[config.mk]
export PLATFORM = sky130hd
export DESIGN_NAME = smart_push
export DESIGN_NICKNAME = d
export VERILOG_FILES = /design/src/rtl/smart_push.sv
export SDC_FILE = /design/constraint.sdc
export NUM_CORES = 1
export LEC_CHECK = 0
export CAP_MARGIN = 20
export CORE_AREA = 2 2 39 41
export DETAILED_ROUTE_END_ITERATION = 10
export DIE_AREA = 0 0 41 43
export PLACE_DENSITY = 0.78
export SKIP_CTS_REPAIR_TIMING = 1
export SYNTH_ARGS = -nofsm -noshare
export SYNTH_HDL_FRONTEND = slang
export SYNTH_SLANG_ARGS = --single-unit
[constraint.sdc]
create_clock -name clk -period 7 [get_ports clk]
set_input_delay 1.05 -clock clk [delete_from_list [all_inputs] [get_ports clk]]
set_output_delay 1.05 -clock clk [all_outputs]
set_load 0.005 [all_outputs]
[src/rtl/smart_push.sv]
// smart_push: in-order multi-lane push controller with credit tracking for a multi-write FIFO.
// Ports: clk, rst (async high), flush, valid_in/ready_out (upstream group),
//        push (FIFO write enables), free_in (slots released), credits (free-slot count).
// Option: define SMART_PUSH_BYPASS_EN to let slots freed this cycle be pushed this cycle.
module smart_push #(
    parameter int OUTPUT_PORTS = 2,
    parameter int DEPTH        = 8,
    localparam int FW = $clog2(OUTPUT_PORTS + 1),
    localparam int CW = $clog2(DEPTH + 1)
) (
    input  logic                    clk,
    input  logic                    rst,
    input  logic                    flush,
    input  logic [OUTPUT_PORTS-1:0] valid_in,
    output logic                    ready_out,
    output logic [OUTPUT_PORTS-1:0] push,
    input  logic [FW-1:0]           free_in,
    output logic [CW-1:0]           credits
);

    // Two extra bits so credits + free_in never wraps before saturation.
    localparam int SW = CW + 2;

    generate
        if (OUTPUT_PORTS < 1 || DEPTH < OUTPUT_PORTS) begin : g_bad_cfg
            $error("smart_push: need OUTPUT_PORTS >= 1 and DEPTH >= OUTPUT_PORTS");
        end
    endgenerate

    logic [OUTPUT_PORTS-1:0] sent;
    logic [OUTPUT_PORTS-1:0] pending;
    logic [SW-1:0]           avail;
    logic [SW-1:0]           npush;
    logic [SW-1:0]           sum;
    logic [CW-1:0]           credits_nxt;

    assign pending = valid_in & ~sent;

`ifdef SMART_PUSH_BYPASS_EN
    logic [SW-1:0] bypass_sum;
    assign bypass_sum = SW'(credits) + SW'(free_in);
    assign avail = (bypass_sum > SW'(DEPTH)) ? SW'(DEPTH) : bypass_sum;
`else
    assign avail = SW'(credits);
`endif

    // Lowest pending lanes take credits first; once credits run out every
    // higher pending lane is also refused, which keeps strict lane order.
    always_comb begin
        push  = '0;
        npush = '0;
        for (int i = 0; i < OUTPUT_PORTS; i++) begin
            if (pending[i] && (npush < avail)) begin
                push[i] = 1'b1;
                npush   = npush + SW'(1);
            end
        end
        if (flush) begin
            push  = '0;
            npush = '0;
        end
    end

    assign ready_out = !flush && ((pending & ~push) == '0);

    // npush never exceeds the available credits, so this cannot go negative.
    assign sum         = SW'(credits) + SW'(free_in) - npush;
    assign credits_nxt = (sum > SW'(DEPTH)) ? CW'(DEPTH) : sum[CW-1:0];

    always_ff @(posedge clk or posedge rst) begin
        if (rst) begin
            sent    <= '0;
            credits <= CW'(DEPTH);
        end else if (flush) begin
            sent    <= '0;
            credits <= CW'(DEPTH);
        end else begin
            sent    <= ready_out ? '0 : (sent | push);
            credits <= credits_nxt;
        end
    end

    // Returning more slots than were ever taken is an upstream bug.
    credit_overflow: assert property (
        @(posedge clk) disable iff (rst)
        !flush |-> (sum <= SW'(DEPTH))
    );

endmodule

==> run metrics, run 1 <==
WL met2=roughly 520 µm; IO Port Bufs=13; metal3 WL=about 16 µm; sequential cell fraction of total power=about a fifth; worst setup margin=3113 ps; Synth Area in XOR/XNOR=under 10%; Slew HR=approximately three quarters; Post-Place Cell Area=around 660 µm²; vias in the first global route=430; proportion of layout cells with a drive suffix above 1=~6.8%; Fin Setup TNS=0 ps; ys flop type=dfrtp_1; Synth area leader=dfrtp_1; initial antenna violation count=0; DR top layer=met4; post-synthesis mux area share=0%; Area contributors post-synth=dfrtp_1 (25%), ha_1 (17%), fa_1 (7.8%), inv_1 (7.4%), dfstp_2 (5.1%); Post-Syn Area=just over 500 µm²; count leader, synth=inv_1; startpoint types=primary input; drt wl/cell=roughly 11 µm; Synth Area in Compound Gates=8.333%; Slowest-stage cell, CP=fa_1; CP Capture Type=flip-flop; first-pass GRT wire length=1635 µm; Commonest cells post-synth=inv_1 (10), ha_1 (7), nor2_1 (6); status=finished clean; GRT Util Overall=~14%; synth unique cells=20; Inserted Diodes=0; remaining antenna violation count=0; adder-cell share of the synthesized area=a little over a quarter; H-tree levels=1; via count=444; final wirelength=just under 1000 µm; internal power=approximately 150 µW; WL met1=around 410 µm; I/O Pins=14; switch share=roughly two fifths; Placer Congestion=between 0.8 and 0.9; fin crit period=between 3000 and 4000 ps; min-delay worst type=flip-flop to flip-flop; drt pass-1 iters=1; peak supply drop=about 0.00022 V; main combinational cell family by area after synthesis=adder cells; Slew @ Worst Pin=about 380 ps; Yosys warning count=0; Worst-path clk slew=about 50 ps; # fillers=~150; Lkg Pwr=approximately 0.00032 µW; Setup WS pre-CTS=2846 ps; number of nets in the layout=slightly above 90; power per cell area=around 380 nW/µm²; Switch Pwr=about 110 µW; Power, Total=approximately 260 µW; CTS tree=yes; fin crit share=between 50% and 60%; dpl hpwl=roughly 840 µm; RSZ-0062 raised after global routing=no; Synth Register Bits=6; Worst path max stage delay=between 400 and 500 ps; async set-reset flop share out of synthesis=100.0%; Mapped Avg Cell Area=between 8 and 9 µm²; worst endpoint data arrival time=4010 ps; WS Path Type=primary input to flip-flop; die area=1763 µm²; Die Y=around 43 µm; Rows=14; WP data required=7130 ps; core box area=1384 µm²; TritonCTS buffer count=3; EDFF count, synth=0; die width=a little over 40 µm; DRT iter0 DRCs=0; Clk pwr share=between 10% and 20%; achievable clock frequency=about 0.26 GHz; drc violations=0; Bufs on Longest Clock Path=2; Logic pwr share=between 60% and 70%; Post-Synthesis Cells=58; Final Max Tran Viols=0; total grt overflow=0; Setup Skew=roughly 6.7 ps; CTS sink count=6; final setup fails=0; Post-Syn Nets=74; Area Overhead vs Synth=33.82%; post-route cell area=683.2 µm²; CP Max Fanout=6; largest net degree at the start of global routing=12; drt via density=4.933; sequential cell area fraction in the yosys report=~30%; critical path, cell by cell=clkdlybuf4s50_1 > nand2b_1 > a21oi_1 > nor2_1 > ha_1 > nor2b_1 > fa_1 > inv_1 > fa_1 > a21oi_1 > o21bai_2 > xnor2_1 > nor4b_1; final core utilization=49.37%; area fraction of the dominant cell type after synthesis=24.51%; clock latency on the worst-skew pair=around 240 ps; post-synthesis simple-gate area fraction=a little under a quarter; Max-Cap Viols=0; final hold vios=0; Root Driver=clkbuf_4; Starting Density=36.89%
[power groups by stage]
stage | clock network (µW) | registers, µW | logic (µW)
2_1_floorplan | 0 | 54.7 | 114
6_report | 33.9 | 54.4 | 168
3_3_place_gp | 0 | 55.0 | 163
4_1_cts | 35.1 | 54.5 | 171
5_1_grt | 36.6 | 56.1 | 190
3_5_place_dp | 0 | 55.0 | 169
[path summary, 6_finish.rpt]
check                      cells past startpoint  slack, ps   startpoint    endpoint
hold reg to reg                                2        500      sent[1]     sent[1]
min in group asynchronous                      2       1010          rst     sent[1]
max in group asynchronous                      2       5740          rst  credits[3]
hold / removal                                 2        500      sent[1]     sent[1]
setup reg to reg                              15       3720   credits[3]  credits[0]
setup / recovery                              13       3110  valid_in[0]  credits[0]
[cell type report]
class                      instances  area (µm²)  area share (%)
inverter                          10       37.54           5.495
tap                               16       20.02           2.930
clock buffer                       4       26.28           3.846
multi-input combinational         41       317.8           46.52
timing repair buffer              13       130.1           19.05
sequential                         6       151.4           22.16
[critical path: cells and delay by family]
kind / cells / cell delay [ps]
fa+ha+maj: 3 / 1120
buf+inv: 2 / 520
compound gates: 3 / 510
xor+xnor: 1 / 170
simple gates: 4 / 660
[sequential cells by signal, indices dropped and copies added (netlist names)]
name     flops
credits      4
sent         2
[kinds of logic after synthesis]
group,after synthesis
AO/OA/AOI/OAI,7
XOR/XNOR,2
buffers and inverters,11
AND/OR/NAND/NOR,22
flip-flops,6
adder cells (fa/ha/maj),10
[through the flow]
| stage | instances | hold slack (ps) |
|---|---|---|
| after floorplan | 58 | 472.3 |
| after global placement | 86 | 485.8 |
| after detailed placement | 86 | 494.4 |
| after CTS | 90 | 503.2 |
| after global routing | 90 | 547.5 |
| final | 90 | 498.8 |
[layout by cell type, fill, tap and decap left out]
cell	count
nor4b_1	2
dfrtp_1	5
clkbuf_1	1
ha_1	7
fa_1	2
clkbuf_4	3
or3_1	1
nand3_1	1
dfstp_2	1
maj3_1	1
nor4_1	2
inv_1	10
o21bai_2	1
nand2b_1	3
a21oi_1	5
a31oi_1	1
xnor2_1	2
nor2b_1	3
nor3_1	3
nor2_1	6
clkdlybuf4s50_1	13
nand2_1	1
[routing by layer]
layer	up-vias	track usage, %
li1	227	-
met1	210	17.06
met2	5	21.88
met3	2	0
met4	0	8.000
met5	-	0
Power figures use the tool's default switching activity.
==> run 2, diff against run 1 <==
- clock period: 7 -> 3.6 ns (I/O delays scaled with it)
==> run 2 against run 1 <==
- via count shrank 3.2%
- die area is the same
- sequential power grew 95%
- total power grew 94%
- hold slack lost 1.9 ps
- clock-buffer cell count is the same
- setup slack lost 2800 ps
- sequential cell count is the same
- largest cell class unchanged
- highest routed layer is now met3
==> run metrics, run 2 (same netlist as run 1, synthesis figures left out) <==
CP Capture Type=flip-flop (unchanged); total grt overflow=0 (unchanged); final setup fails=0 (unchanged); Logic pwr share=66.1% (was 65.6%); via count=430 (was 444); GRT Util Overall=14.15% (was 13.52%); Lkg Pwr=0.0003260 µW (was 0.0003164 µW); drt wl/cell=10.14 µm (was 10.70 µm); fin crit share=between 90% and 100%; Largest Register=credits (unchanged); Rows=14 (unchanged); achievable clock frequency=0.3085 GHz; initial antenna violation count=0 (unchanged); status=finished clean (unchanged); drt via density=4.674 (was 4.933); fin crit period=between 3000 and 4000 ps; drc violations=0 (unchanged); core box area=1384 µm² (unchanged); WS Path Type=flip-flop to flip-flop (was primary input to flip-flop); Setup Skew=4.398 ps (was 6.681 ps); drt pass-1 iters=4 (was 1); worst endpoint data arrival time=3390 ps (was 4010 ps); Max-Cap Viols=0 (unchanged); Largest register FFs=4 (unchanged); WP data required=3750 ps (was 7130 ps); Area Overhead vs Synth=36.76% (was 33.82%); Slew @ Worst Pin=343.6 ps (was 379.9 ps); CTS tree=yes (unchanged); peak supply drop=0.0004113 V (was 0.0002156 V); H-tree levels=1 (unchanged); Slew HR=76.99% (was 74.59%); min-delay worst type=flip-flop to flip-flop (unchanged); number of nets in the layout=93 (was 91); Clk pwr share=12.7% (was 13.2%); largest net degree at the start of global routing=10 (was 12); die area=1763 µm² (unchanged); TritonCTS buffer count=3 (unchanged); most frequent cells in the layout=clkdlybuf4s50_1 (13), inv_1 (10), ha_1 (7), nor2_1 (6) (unchanged); final hold vios=0 (unchanged); IO Port Bufs=13 (unchanged); Fin Setup TNS=0 ps (unchanged); Bufs on Longest Clock Path=2 (unchanged); dpl hpwl=827.8 µm (was 838.6 µm); Inserted Diodes=0 (unchanged); die width=41 µm (unchanged); Starting Density=36.89% (unchanged); RSZ-0062 raised after global routing=no (unchanged); CTS sink count=6 (unchanged); sequential cell fraction of total power=21.2% (about the same); Die Y=43 µm (unchanged); startpoint types=flip-flop (was primary input); Worst-path clk slew=50 ps (about the same); Final Max Tran Viols=0 (unchanged); Power, Total=498.6 µW (was 256.8 µW); Switch Pwr=203.5 µW (was 106.6 µW); first-pass GRT wire length=1662 µm (was 1635 µm); power per cell area=714.1 nW/µm² (was 375.8 nW/µm²); # fillers=125 (was 146); vias in the first global route=420 (was 430); I/O Pins=14 (unchanged); most common cell after layout, fill and taps aside=clkdlybuf4s50_1 (unchanged); clock latency on the worst-skew pair=240 ps (about the same); remaining antenna violation count=0 (unchanged); Placer Congestion=0.8381 (was 0.8351); final wirelength=933 µm (was 963 µm); internal power=295.1 µW (was 150.1 µW); Root Driver=clkbuf_4 (unchanged); switch share=40.81% (was 41.52%); CP Max Fanout=4 (was 6); DRT iter0 DRCs=9 (was 0); Regs by FF count=credits x4, sent x2 (unchanged); proportion of layout cells with a drive suffix above 1=9.211% (was 6.757%)
==> run 2: cell count changes in the layout (fill, tap and decap cells not counted) <==
cell,before,now
buf_4,0,2
==> run 2: worst paths after layout <==
path | startpoint | end | slack, ps | depth (start not counted)
max | credits[3] | credits[3] | 360 | 15
min | sent[1] | sent[1] | 500 | 2
min reg2reg | sent[1] | sent[1] | 500 | 2
max reg2reg | credits[3] | credits[3] | 360 | 15
min in group asynchronous | rst | sent[1] | 510 | 2
max in group asynchronous | rst | credits[3] | 2840 | 2
==> run 2: worst max-delay path, cell delays in order (launching register included) <==
cell	delay (ps)
dfstp_2	540
inv_1	60
ha_1	190
nand2b_1	140
nor2_1	90
nor2_1	130
ha_1	230
nor2b_1	130
ha_1	270
inv_1	40
ha_1	200
fa_1	400
a21oi_1	180
o21bai_2	80
xnor2_1	160
or3_1	320
==> run 2: layer usage <==
layer	track usage, %	up-vias	routed length, µm
met5	0	-	0
met4	10.00	0	0
met3	3.665	0	15
met2	19.06	3	476
met1	18.86	198	440
li1	-	229	-
==> run 2: final cells by class <==
class | count | area, µm² | share of cell area [%]
repair buffers | 15 | 145.1 | 20.79
multi-input cells | 41 | 317.8 | 45.52
well taps | 16 | 20.02 | 2.867
clock buffers | 4 | 26.28 | 3.763
flip-flops and latches | 6 | 151.4 | 21.68
inverters | 10 | 37.54 | 5.376
==> run 2: stage by stage <==
| stage | area, µm² | cells | util, % | hold WS, ps | worst slack, ps |
|---|---|---|---|---|---|
| 2_1_floorplan | 510.5 | 58 | - | 330.2 | 534.3 |
| 3_3_place_gp | 671.9 | 88 | 48.55 | 483.4 | 141.7 |
| 3_5_place_dp | 671.9 | 88 | 48.55 | 490.9 | 106.4 |
| 4_1_cts | 698.2 | 92 | 50.45 | 498.7 | 333.2 |
| 5_1_grt | 698.2 | 92 | 50.45 | 527.5 | 10.60 |
| 6_report | 698.2 | 92 | 50.45 | 496.9 | 358.4 |
==> run 2: power by group through the flow <==
| stage | registers, µW | logic (µW) | clock network [µW] |
|---|---|---|---|
| floorplan | 106 | 222 | 0 |
| finish | 106 | 329 | 63.5 |
| global placement | 107 | 320 | 0 |
| detailed placement | 107 | 329 | 0 |
| CTS | 106 | 332 | 67.6 |
| global route | 109 | 372 | 68.8 |
==> run 3, diff against run 2 <==
- ABC_CLOCK_PERIOD_IN_PS: not set -> 3600
- CTS_CLUSTER_SIZE: not set -> 14
==> results of run 3 <==
No change in the layout: final DEF, timing and power equal those of run 2.
